**src/rtl/hazard_ctrl_pkg.sv**
```systemverilog
// Shared types for the pipeline hazard controller: FSM states and the
// bundle of stall/clear controls fed to the pipeline buffers.
package hazard_ctrl_pkg;

  typedef enum logic [1:0] {
    ST_RUN   = 2'd0,
    ST_FLUSH = 2'd1,
    ST_WAIT  = 2'd2
  } hz_state_e;

  typedef struct packed {
    logic pc_stall;
    logic if_stall;
    logic if_clear;
    logic idex_stall;
    logic idex_clear;
    logic exmem_stall;
  } hazard_ctrl_t;

  localparam hazard_ctrl_t CTRL_NONE   = '0;
  localparam hazard_ctrl_t CTRL_FREEZE = '{pc_stall: 1'b1, if_stall: 1'b1, if_clear: 1'b0,
                                           idex_stall: 1'b1, idex_clear: 1'b0,
                                           exmem_stall: 1'b1};

endpackage

```
**src/rtl/hazard_ctrl_sat_counter.sv**
```systemverilog
// Saturating up-counter with synchronous clear, used for the stall and
// flush statistics.
module sat_counter #(
  parameter int W = 32
) (
  input  logic         clk,
  input  logic         rst,
  input  logic         clr,
  input  logic         inc,
  output logic [W-1:0] count
);

  logic [W-1:0] count_q, count_d;

  always_comb begin
    count_d = count_q;
    if (clr)
      count_d = '0;
    else if (inc && (count_q != '1))
      count_d = count_q + 1'b1;
  end

  always_ff @(posedge clk or posedge rst) begin
    if (rst) count_q <= '0;
    else     count_q <= count_d;
  end

  assign count = count_q;

endmodule

```
**src/rtl/hazard_ctrl.sv**
```systemverilog
// Pipeline hazard controller: load-use stalls, taken-branch flushes and
// whole-pipeline freeze while a multi-cycle MEM access is outstanding.
module hazard_ctrl
  import hazard_ctrl_pkg::*;
#(
  parameter int REG_AW       = 5,
  parameter int FLUSH_CYCLES = 1,
  parameter int WAIT_TIMEOUT = 1024,
  parameter int CNT_W        = 32
) (
  input  logic              clk,
  input  logic              rst,
  input  logic [REG_AW-1:0] id_rs1,
  input  logic [REG_AW-1:0] id_rs2,
  input  logic              id_use_rs1,
  input  logic              id_use_rs2,
  input  logic              ex_memread,
  input  logic [REG_AW-1:0] ex_rd,
  input  logic              ex_branch_taken,
  input  logic              mem_req,
  input  logic              mem_ack,
  output logic              pc_stall,
  output logic              if_stall,
  output logic              if_clear,
  output logic              idex_stall,
  output logic              idex_clear,
  output logic              exmem_stall,
  output logic              timeout_err,
  output logic [CNT_W-1:0]  stall_cycles,
  output logic [CNT_W-1:0]  flush_events
);

  localparam int WAIT_W = (WAIT_TIMEOUT > 2) ? $clog2(WAIT_TIMEOUT) : 1;
  localparam logic [WAIT_W-1:0] WAIT_LAST  = WAIT_W'(WAIT_TIMEOUT - 1);
  localparam logic [3:0]        FLUSH_INIT = 4'(FLUSH_CYCLES - 1);

  hz_state_e         state_q, state_d;
  logic [3:0]        flush_cnt_q, flush_cnt_d;
  logic [WAIT_W-1:0] wait_cnt_q, wait_cnt_d;
  logic              timeout_q, timeout_d;
  hazard_ctrl_t      ctrl;
  logic              flush_evt;
  logic              load_use;
  logic              mem_block;

  assign load_use = ex_memread && (ex_rd != '0) &&
                    ((id_use_rs1 && (ex_rd == id_rs1)) ||
                     (id_use_rs2 && (ex_rd == id_rs2)));
  assign mem_block = mem_req && !mem_ack;

  always_comb begin
    state_d     = state_q;
    flush_cnt_d = flush_cnt_q;
    wait_cnt_d  = wait_cnt_q;
    timeout_d   = timeout_q;
    ctrl        = CTRL_NONE;
    flush_evt   = 1'b0;
    unique case (state_q)
      ST_RUN: begin
        if (mem_block) begin
          ctrl       = CTRL_FREEZE;
          wait_cnt_d = '0;
          state_d    = ST_WAIT;
        end else if (ex_branch_taken) begin
          // A branch wins over load-use: the dependent younger instruction is discarded.
          ctrl.if_clear   = 1'b1;
          ctrl.idex_clear = 1'b1;
          flush_evt       = 1'b1;
          if (FLUSH_CYCLES > 1) begin
            flush_cnt_d = FLUSH_INIT;
            state_d     = ST_FLUSH;
          end
        end else if (load_use) begin
          ctrl.pc_stall   = 1'b1;
          ctrl.if_stall   = 1'b1;
          ctrl.idex_clear = 1'b1;
        end
      end
      ST_FLUSH: begin
        if (mem_block) begin
          ctrl = CTRL_FREEZE;
        end else begin
          ctrl.if_clear = 1'b1;
          flush_cnt_d   = flush_cnt_q - 1'b1;
          if (flush_cnt_q == 4'd1) state_d = ST_RUN;
        end
      end
      ST_WAIT: begin
        if (mem_ack) begin
          state_d = ST_RUN;
        end else if (wait_cnt_q == WAIT_LAST) begin
          // Forced release: the last WAIT cycle lets the pipeline go.
          timeout_d = 1'b1;
          state_d   = ST_RUN;
        end else begin
          ctrl       = CTRL_FREEZE;
          wait_cnt_d = wait_cnt_q + 1'b1;
        end
      end
      default: state_d = ST_RUN;
    endcase
  end

  always_ff @(posedge clk or posedge rst) begin
    if (rst) begin
      state_q     <= ST_RUN;
      flush_cnt_q <= '0;
      wait_cnt_q  <= '0;
      timeout_q   <= 1'b0;
    end else begin
      state_q     <= state_d;
      flush_cnt_q <= flush_cnt_d;
      wait_cnt_q  <= wait_cnt_d;
      timeout_q   <= timeout_d;
    end
  end

  sat_counter #(.W(CNT_W)) u_stall_cnt (
    .clk   (clk),
    .rst   (rst),
    .clr   (1'b0),
    .inc   (ctrl.pc_stall),
    .count (stall_cycles)
  );

  sat_counter #(.W(CNT_W)) u_flush_cnt (
    .clk   (clk),
    .rst   (rst),
    .clr   (1'b0),
    .inc   (flush_evt),
    .count (flush_events)
  );

  assign pc_stall    = ctrl.pc_stall;
  assign if_stall    = ctrl.if_stall;
  assign if_clear    = ctrl.if_clear;
  assign idex_stall  = ctrl.idex_stall;
  assign idex_clear  = ctrl.idex_clear;
  assign exmem_stall = ctrl.exmem_stall;
  assign timeout_err = timeout_q;

endmodule

```
**config.mk**
```make
export PLATFORM = sky130hd
export DESIGN_NAME = hazard_ctrl
export DESIGN_NICKNAME = d
export VERILOG_FILES = /design/src/rtl/hazard_ctrl_pkg.sv /design/src/rtl/hazard_ctrl_sat_counter.sv /design/src/rtl/hazard_ctrl.sv
export SDC_FILE = /design/constraint.sdc
export NUM_CORES = 1
export LEC_CHECK = 0
export BUFFER_PORTS_ARGS = -buffer_cell sky130_fd_sc_hd__buf_2
export CELL_PAD_IN_SITES_DETAIL_PLACEMENT = 0
export CELL_PAD_IN_SITES_GLOBAL_PLACEMENT = 2
export CORE_ASPECT_RATIO = 1.2
export CORE_MARGIN = 1.5
export CORE_UTILIZATION = 36
export DETAILED_ROUTE_END_ITERATION = 6
export PLACE_DENSITY = 0.81
export SLEW_MARGIN = 40
export SYNTH_ARGS = -nofsm -noshare
export SYNTH_HDL_FRONTEND = slang
export SYNTH_SLANG_ARGS = --single-unit
```
**constraint.sdc**
```tcl
create_clock -name clk -period 6.45 [get_ports clk]
set_clock_uncertainty 0.05 [all_clocks]
set_input_delay 0.3225 -clock clk [delete_from_list [all_inputs] [get_ports clk]]
set_output_delay 0.3225 -clock clk [all_outputs]
set_load 0.02 [all_outputs]
```
Word level (Yosys, flattened, before mapping)
Cells that the tools add are included.
{"block": "totals", "regBits": 81, "output_inout_bits": 71, "wordCells": 68}
{"block": "op_classes", "add_sub_neg": 4, "eq_ne": 14, "muxes": 26, "bitwise_logic": 2, "n_reduce_logical": 16}
{"cell": "adder 32 x 1 -> 32 bit (second input constant)", "n": 2}
{"cell": "!= test 32 bit (second input constant)", "n": 2}
{"cell": "2-to-1 mux 10 bit", "n": 3}
{"cell": "one-hot mux 10 bit (2 select lines)", "n": 1}
{"cell": "one-hot mux 6 bit (3 select lines)", "n": 1}
{"cell": "2-to-1 mux 2 bit", "n": 8}
{"cell": "2-to-1 mux 6 bit", "n": 2}
{"cell": "adder 10 x 1 -> 10 bit (second input constant)", "n": 1}
{"cell": "equality test 10 bit (second input constant)", "n": 1}
{"cell": "equality test 5 bit", "n": 2}
{"cell": "!= test 2 bit (second input constant)", "n": 5}
{"cell": "2-to-1 mux 1 bit", "n": 8}
{"cell": "AND reduction 4 bit", "n": 2}
{"cell": "logical AND 1 bit", "n": 7}
{"cell": "2-to-1 mux 3 bit", "n": 2}
{"cell": "one-hot mux 2 bit (3 select lines)", "n": 1}
{"cell": "nonzero test 5 bit", "n": 1}
{"cell": "equality test 4 x 1 -> 1 bit (second input constant)", "n": 1}
{"cell": "subtractor 4 x 1 -> 4 bit (second input constant)", "n": 1}
{"cell": "!= test 3 bit (second input constant)", "n": 1}
{"cell": "AND reduction 3 bit", "n": 1}
{"cell": "equality test 2 x 1 -> 1 bit (second input constant)", "n": 1}
{"cell": "equality test 2 bit (second input constant)", "n": 1}
{"cell": "logical NOT 2 bit", "n": 1}
{"cell": "5 further kinds", "n": 6}

Longest topological paths before layout
Gate-level depths: netlist (run 1).
{"block": "depth", "word_depth": 9, "ltp_mapped": 9, "depth_no_buf": 8}

Modules after synthesis
From an unflattened synthesis (run 1), not the netlist that was laid out.
{"block": "hier_totals", "hier_cells": 466, "hier_area_um2": 4309.1}
{"module": "sat_counter", "instances": 2, "cells_per_inst": 186, "area_per_inst_um2": 1740.4, "seq_area_each_um2": 800.8}
{"module": "hazard_ctrl", "instances": 1, "cells_per_inst": 94, "area_per_inst_um2": 828.3, "seq_area_each_um2": 300.3}

Least setup slack after synthesis (run 1)
OpenSTA, ideal clock, no wires.
{"block": "synth_path", "path_type": "reg2reg", "startpoint": "register state_q[1]", "endpoint": "register u_flush_cnt.count_q[18], in the netlist u_flush_cnt.count[18]", "setup_ps": 130, "t_arrival_ps": 2096, "required_ps": 6270, "slack_ps": 4173, "stages_incl_launch_ff": 7, "n_path_buf": 1, "cell_sequence": "dfrtp_1 buf_2 nor3b_1 nand4_1 a31oi_1 nand4_1 xnor2_1"}
{"block": "synth_via", "elab_chain_len": 3}
{"item": "from (decl)", "line": "hazard_ctrl.sv:37", "source": "hz_state_e state_q, state_d;"}
{"item": "from (signal assigned)", "line": "hazard_ctrl.sv:111", "source": "state_q <= state_d;"}
{"item": "logical NOT 2 bit", "line": "hazard_ctrl.sv:58", "source": "unique case (state_q)"}
{"item": "2-to-1 mux 1 bit", "line": "hazard_ctrl.sv:58"}
{"item": "logical AND 1 bit", "line": "hazard_ctrl_sat_counter.sv:19", "source": "else if (inc && (count_q != '1))"}
{"item": "to (signal assigned)", "line": "hazard_ctrl_sat_counter.sv:25", "source": "else count_q <= count_d;"}
{"item": "to (decl)", "line": "hazard_ctrl_sat_counter.sv:13", "source": "logic [W-1:0] count_q, count_d;"}
Every way passes these cells.
A chain may end at the register's enable or synchronous reset.

Final worst setup path (run 1)
{"block": "layout_path", "startpoint": "register wait_cnt_q[0]", "endpoint": "output if_stall"}
{"block": "layout_via", "elab_chain_len": 4}
{"item": "from (decl)", "line": "hazard_ctrl.sv:39", "source": "logic [WAIT_W-1:0] wait_cnt_q, wait_cnt_d;"}
{"item": "from (signal assigned)", "line": "hazard_ctrl.sv:113", "source": "wait_cnt_q <= wait_cnt_d;"}
{"item": "equality test 10 bit", "line": "hazard_ctrl.sv:91", "source": "end else if (wait_cnt_q == WAIT_LAST) begin"}
{"item": "2-to-1 mux 6 bit", "line": "hazard_ctrl.sv:91"}
{"item": "2-to-1 mux 6 bit", "line": "hazard_ctrl.sv:89", "source": "if (mem_ack) begin"}
{"item": "one-hot mux 6 bit (3 select lines)", "line": "hazard_ctrl.sv:58"}
{"item": "to (decl)", "line": "hazard_ctrl.sv:23", "source": "output logic if_stall,"}
Every way passes these cells.

==> results of run 1 <==
## placed cells by master (no fill, tap or decap), types with 3 or more instances in the layout
master     count
buf_2         93
xor2_1        33
nand3_1       28
xnor2_1       41
and4_1         4
nor4b_2        3
ha_1           3
nor2_1        20
nor2b_1        3
nor3_1        13
nor3b_1        5
nor4_1         9
dfrtp_1       76
o21ai_0        9
clkbuf_8       3
clkbuf_1       3
nand2_1       35
inv_1          5
clkbuf_16      9
nand4_1       25
and3_1        13
## worst max-delay path, stage by stage (launching register included)
cell and delay, ns:
dfrtp_1 0.37, ha_1 0.20, nand2_1 0.14, o31ai_4 0.45, o21ai_2 0.23, a21oi_2 0.15
buf_4 0.32, inv_2 0.12, buf_2 0.18
## cell families (layout without fill, tap and decap cells)
| family | Yosys count | count (layout) | share of synthesized area (%) |
|---|---|---|---|
| adder cells (fa/ha/maj) | 3 | 3 | 0.952 |
| flip-flops | 76 | 76 | 48.2 |
| AO/OA/AOI/OAI | 25 | 25 | 4.76 |
| XOR/XNOR | 74 | 74 | 16.4 |
| multiplexers | 3 | 3 | 0.825 |
| buffers and inverters | 15 | 119 | 1.90 |
| AND/OR/NAND/NOR | 180 | 180 | 26.9 |
## report_power, final
group,internal (mW),switching (mW)
sequential,0.528,0.0757
clock,0.292,0.184
combinational,0.0948,0.153
total,0.915,0.413
## state kept, by name (all words and copies together) (netlist names)
signal and count:
u_stall_cnt.count 32, u_flush_cnt.count 32, wait_cnt_q 10, state_q 1, timeout_err 1
## layer usage
| metal | GRT usage (%) | vias to the layer above |
|---|---|---|
| met1 | 20.6 | 1571 |
| met2 | 29.5 | 65 |
| met3 | 4.10 | 13 |
| met5 | 0 | - |
| li1 | - | 1540 |
| met4 | 5.72 | 0 |
## worst max path at each step
| stage | startpoint | end | slack (ns) | depth (start not counted) |
|---|---|---|---|---|
| floorplan | rst | state_q[1] | 4.14 | 1 |
| global placement | ex_rd[1] | if_stall | 3.98 | 8 |
| detailed placement | wait_cnt_q[0] | if_stall | 3.91 | 8 |
| CTS | wait_cnt_q[0] | if_stall | 3.54 | 8 |
| global route | wait_cnt_q[0] | if_stall | 3.38 | 8 |
| finish | wait_cnt_q[0] | if_stall | 3.58 | 8 |
## through the flow
step / setup slack (ns) / power [mW] / instance area (µm²)
3_5_place_dp: 3.91 / 0.864 / 4560
6_report: 3.58 / 1.33 / 4850
5_1_grt: 3.38 / 1.40 / 4850
3_3_place_gp: 3.98 / 0.856 / 4550
4_1_cts: 3.54 / 1.35 / 4840
2_1_floorplan: 4.14 / 0.763 / 3940
## cell type report
type                       instances  area (µm²)  share of cell area, %
multi-input combinational        285        1980                   40.9
timing repair buffer              96         492                   10.1
tap                              129         161                   3.33
clock buffer                      15         278                   5.73
inverter                           7        26.3                  0.542
sequential                        76        1900                   39.2
clock inverter                     1        5.00                  0.103
## cells in the mapped netlist, types with 4 or more instances
master    n
nor3_1   13
nand4_1  25
inv_1     6
dfrtp_1  76
o21ai_0   9
nor3b_1   5
nand3_1  28
buf_4     4
nand2_1  35
nor4_1    9
xnor2_1  41
xor2_1   33
nor2_1   20
and4_1    4
and3_1   13
==> impl_metrics.toml, run 1 <==
[sta]
hold_viol = 0
timing.fmax_mhz = 348
worst_pin_slew_ns = 0.736
slew-limit-headroom_pct = 50.3
setup_violations = 0
slew_violations = 0
fin_tns_setup_ns = 0
fin_crit_ns = 2.87
hold_ws_ns = 0.112
rsz0062_at_grt = "false"
layout_worst_path_cycle_share_pct = 44.5

[setup_path]
critPathKind = "reg2out"
cp-start-kind = "flip-flop"
r2r-start = "wait_cnt_q[0]"
path_max_fanout = 29
crit_path_end_kind = "output port"
r2r_end = "u_stall_cnt.count[17]"
r2r_slack_ns = 3.93
critPathRequiredTime_ns = 6.08
ff2ff_path_depth = 9
arrival_ns = 2.50

[logic_synthesis]
synth_edf_count = 0
yosys.area.top_type = "dfrtp_1"
netlist_area_mm2 = 0.00394
synth-seq-cells = 76
ys_types = 52
synth_top_area_share_pct = 48.2
synth_ff_type = "dfrtp_1"
synth-seq-area-share_pct = 48.2
postSynthAreaPerCell_um2 = 10.5
synth_nets = 402
syn_inst = 376
synth-warning-count = 0
async_flop_share_pct = 100
ys_top_cells_by_area = "dfrtp_1 (48%), xnor2_1 (9.1%), xor2_1 (7.3%)"

[placement]
dpl.hpwl_mm = 6.60
place_congestion = 0.746
dp_cells = 593
io_buffers = 93

[finish]
final_nets = 501
drive_gt1_share_pct = 27.9
final.fill_count = 1034
fin_util_pct = 45.9
num_antenna_cells = 0
area_growth_pct = 22.9
finalNonFillerCells = 609

[die]
die_area_mm2 = 0.0116
io_pins = 94
die_y_um = 118
initial_core_util_pct = 37.3
die_x_um = 98.5
rows = 41
core_mm2 = 0.0106

[routing]
wl_per_cell_um = 15.4
top_layer_used = "met4"
wl_met1_mm = 4.10
drcViolationCount = 0
dr.pass1.iters = 4
route.met2.wl_mm = 4.67
dr_wl_met3_um = 438
drt_wl_total_mm = 9.35
ant_nets = 0
routed_via_density = 5.24
via_count = 3189
first_iter_violations = 72

[clocking]
post_cts_resized = 0
cts_tree = "yes"
cts_buffers = 9
htree_levels = 3
clk_latency_ns = 0.33
cts_setup_buffers = 0
clockBufferDepth = 2
cts_hold_buf = 0
cts_sinks = 76
path_clk_slew_ns = 0.06
root_buffer = "clkbuf_16"

[global_route]
grt_first_pass_wirelength_mm = 16.0
grtUsageTotal_pct = 17.0
grt_overflow = 0
grt_max_degree = 77
antenna_found_initial = 0
grt_pass1_vias = 3266

[hold_path]
worstHoldPathType = "in2async"

[power]
power_leakage_nw = 2.30
power_density_mw_per_mm2 = 274
peakVddDrop_mv = 0.119

[flow_run]
maxCapViolCount = 0

[status]
status = "finished clean"
Power figures use the tool's default switching activity.
==> run 2, diff against run 1 <==
--- a/config.mk
+++ b/config.mk
@@ -10,9 +10,9 @@
 export CELL_PAD_IN_SITES_GLOBAL_PLACEMENT = 2
 export CORE_ASPECT_RATIO = 1.2
 export CORE_MARGIN = 1.5
-export CORE_UTILIZATION = 36
+export CORE_UTILIZATION = 30
 export DETAILED_ROUTE_END_ITERATION = 6
-export PLACE_DENSITY = 0.81
+export PLACE_DENSITY = 0.71
 export SLEW_MARGIN = 40
 export SYNTH_ARGS = -nofsm -noshare
 export SYNTH_HDL_FRONTEND = slang
==> constraint.sdc (replaced) <==
create_clock -name clk -period 2.4 [get_ports clk]
set_clock_uncertainty 0.05 [all_clocks]
set_input_delay 0.12 -clock clk [delete_from_list [all_inputs] [get_ports clk]]
set_output_delay 0.12 -clock clk [all_outputs]
set_load 0.02 [all_outputs]
==> run 2 against run 1 <==
  * First-iteration DRC count grew 56%
  * Sequential share of layout area shrank 1.7 points
  * Setup slack lost 3.4 ns
  * Count of clock-buffer cells in the layout shrank 4
  * Sequential power grew to 2.7 times the previous value
  * Power grew to 2.9 times the previous value
  * Via count grew 0.75%
  * Largest power group unchanged
  * Combinational power grew to 2.9 times the previous value
==> impl_metrics.toml, run 2 (same netlist as run 1, synthesis figures left out) <==
[setup_path]
critPathRequiredTime_ns = 2.23
critPathKind = "reg2out"
crit_path_end_kind = "output port"
arrival_ns = 2.07
cp-start-kind = "flip-flop"
r2r-start = "u_flush_cnt.count[6]"
r2r_slack_ns = 0.19
path_max_fanout = 25
cp-startpoint = "wait_cnt_q[0]"

[routing]
routed_via_density = 4.88
via_count = 3213
dr.pass1.iters = 4
ant_nets = 0
first_iter_violations = 112
wl_per_cell_um = 14.8
drt_wl_total_mm = 9.71
drcViolationCount = 0

[sta]
fin_crit_ns = 2.24
setup_violations = 0
timing.fmax_mhz = 447
slew_violations = 0
fin_tns_setup_ns = 0
hold_viol = 0
layout_worst_path_cycle_share_pct = 93.1
rsz0062_at_grt = "false"
slew-limit-headroom_pct = 43.5
worst_pin_slew_ns = 0.843

[clocking]
clockBufferDepth = 2
path_clk_slew_ns = 0.06
clk_latency_ns = 0.34
root_buffer = "clkbuf_16"
cts_sinks = 76
cts_buffers = 9
cts_tree = "yes"
htree_levels = 3
cts_setup_buffers = 0

[status]
status = "finished clean"

[power]
power_leakage_nw = 2.40
power_density_mw_per_mm2 = 753
finalPower_mw = 3.82
peakVddDrop_mv = 0.390

[die]
die_y_um = 129
die_area_mm2 = 0.0138
initial_core_util_pct = 31.0
io_pins = 94
die_x_um = 108
core_mm2 = 0.0127
rows = 45

[hold_path]
worstHoldPathType = "in2reg"
worstHoldStart = "mem_req"

[finish]
layout_common_cells = "buf_2 (93), dfrtp_1 (76), xnor2_1 (41)"
final_nets = 516
num_antenna_cells = 0
drive_gt1_share_pct = 30.4
area_growth_pct = 28.6
final_common_cell = "buf_2"

[flow_run]
maxCapViolCount = 0

[global_route]
grt_max_degree = 39
grt_pass1_vias = 3244
grt_first_pass_wirelength_mm = 16.2
antenna_found_initial = 0
grtUsageTotal_pct = 15.0
grt_overflow = 0

[placement]
place_congestion = 0.749
dpl.hpwl_mm = 7.17
io_buffers = 93
-- run 2: power by group --
part           leakage, nW  switching, mW  internal [mW]  total, mW
Combinational         1.23          0.437          0.290      0.727
Sequential            1.01          0.182           1.42       1.60
Clock                0.158          0.532          0.960       1.49
Total                 2.40           1.15           2.67       3.82
-- run 2: layout make-up --
class	instances	area, µm²
clock buffers	11	253
clock inverters	4	72.6
fillers	1331	7650
inverters	7	26.3
multi-input cells	285	1980
flip-flops and latches	76	1900
well taps	164	205
repair buffers	111	628
-- run 2: metrics by stage --
step / cell area, µm² / hold slack (ns) / cells / setup slack, ns / utilization [%]
after floorplan: 3940 / 0.289 / 376 / 0.123 / -
after global placement: 4720 / 0.143 / 642 / 0.128 / 37.1
after detailed placement: 4720 / 0.147 / 642 / 0.149 / 37.1
after CTS: 5060 / 0.0838 / 658 / 0.0542 / 39.7
after global routing: 5070 / 0.132 / 658 / 0.00786 / 39.8
final: 5070 / 0.0928 / 658 / 0.165 / 39.8
-- run 2: routing by layer --
layer,up-vias,GRT usage [%],wire (µm)
met3,13,4.31,520
li1,1569,-,-
met4,0,5.11,134
met2,72,24.7,4650
met5,-,0,0
met1,1559,18.8,4410
-- run 2: critical path, stage by stage, from the launching register on --
cell and delay [ns]:
dfrtp_1 0.37, ha_1 0.19, nand2_1 0.15, o31ai_4 0.28, o21ai_2 0.11, a21oi_2 0.16, buf_12 0.19, inv_2 0.09
buf_2 0.16
-- run 2: what timing repair did --
action                     CTS  global route
hold endpoints to repair    22             0
gates resized for setup      0             2
hold buffers                 1             0
setup endpoints to repair    0            10
-- run 2: final timing paths --
kind                                               to  cells past startpoint
max in group asynchronous        u_flush_cnt.count[2]                      4
worst min register to register          wait_cnt_q[0]                      1
worst max register to register  u_flush_cnt.count[18]                      6
worst min-delay path                       state_q[1]                      3
min in group asynchronous        u_flush_cnt.count[7]                      3
worst max-delay path                         if_stall                      8
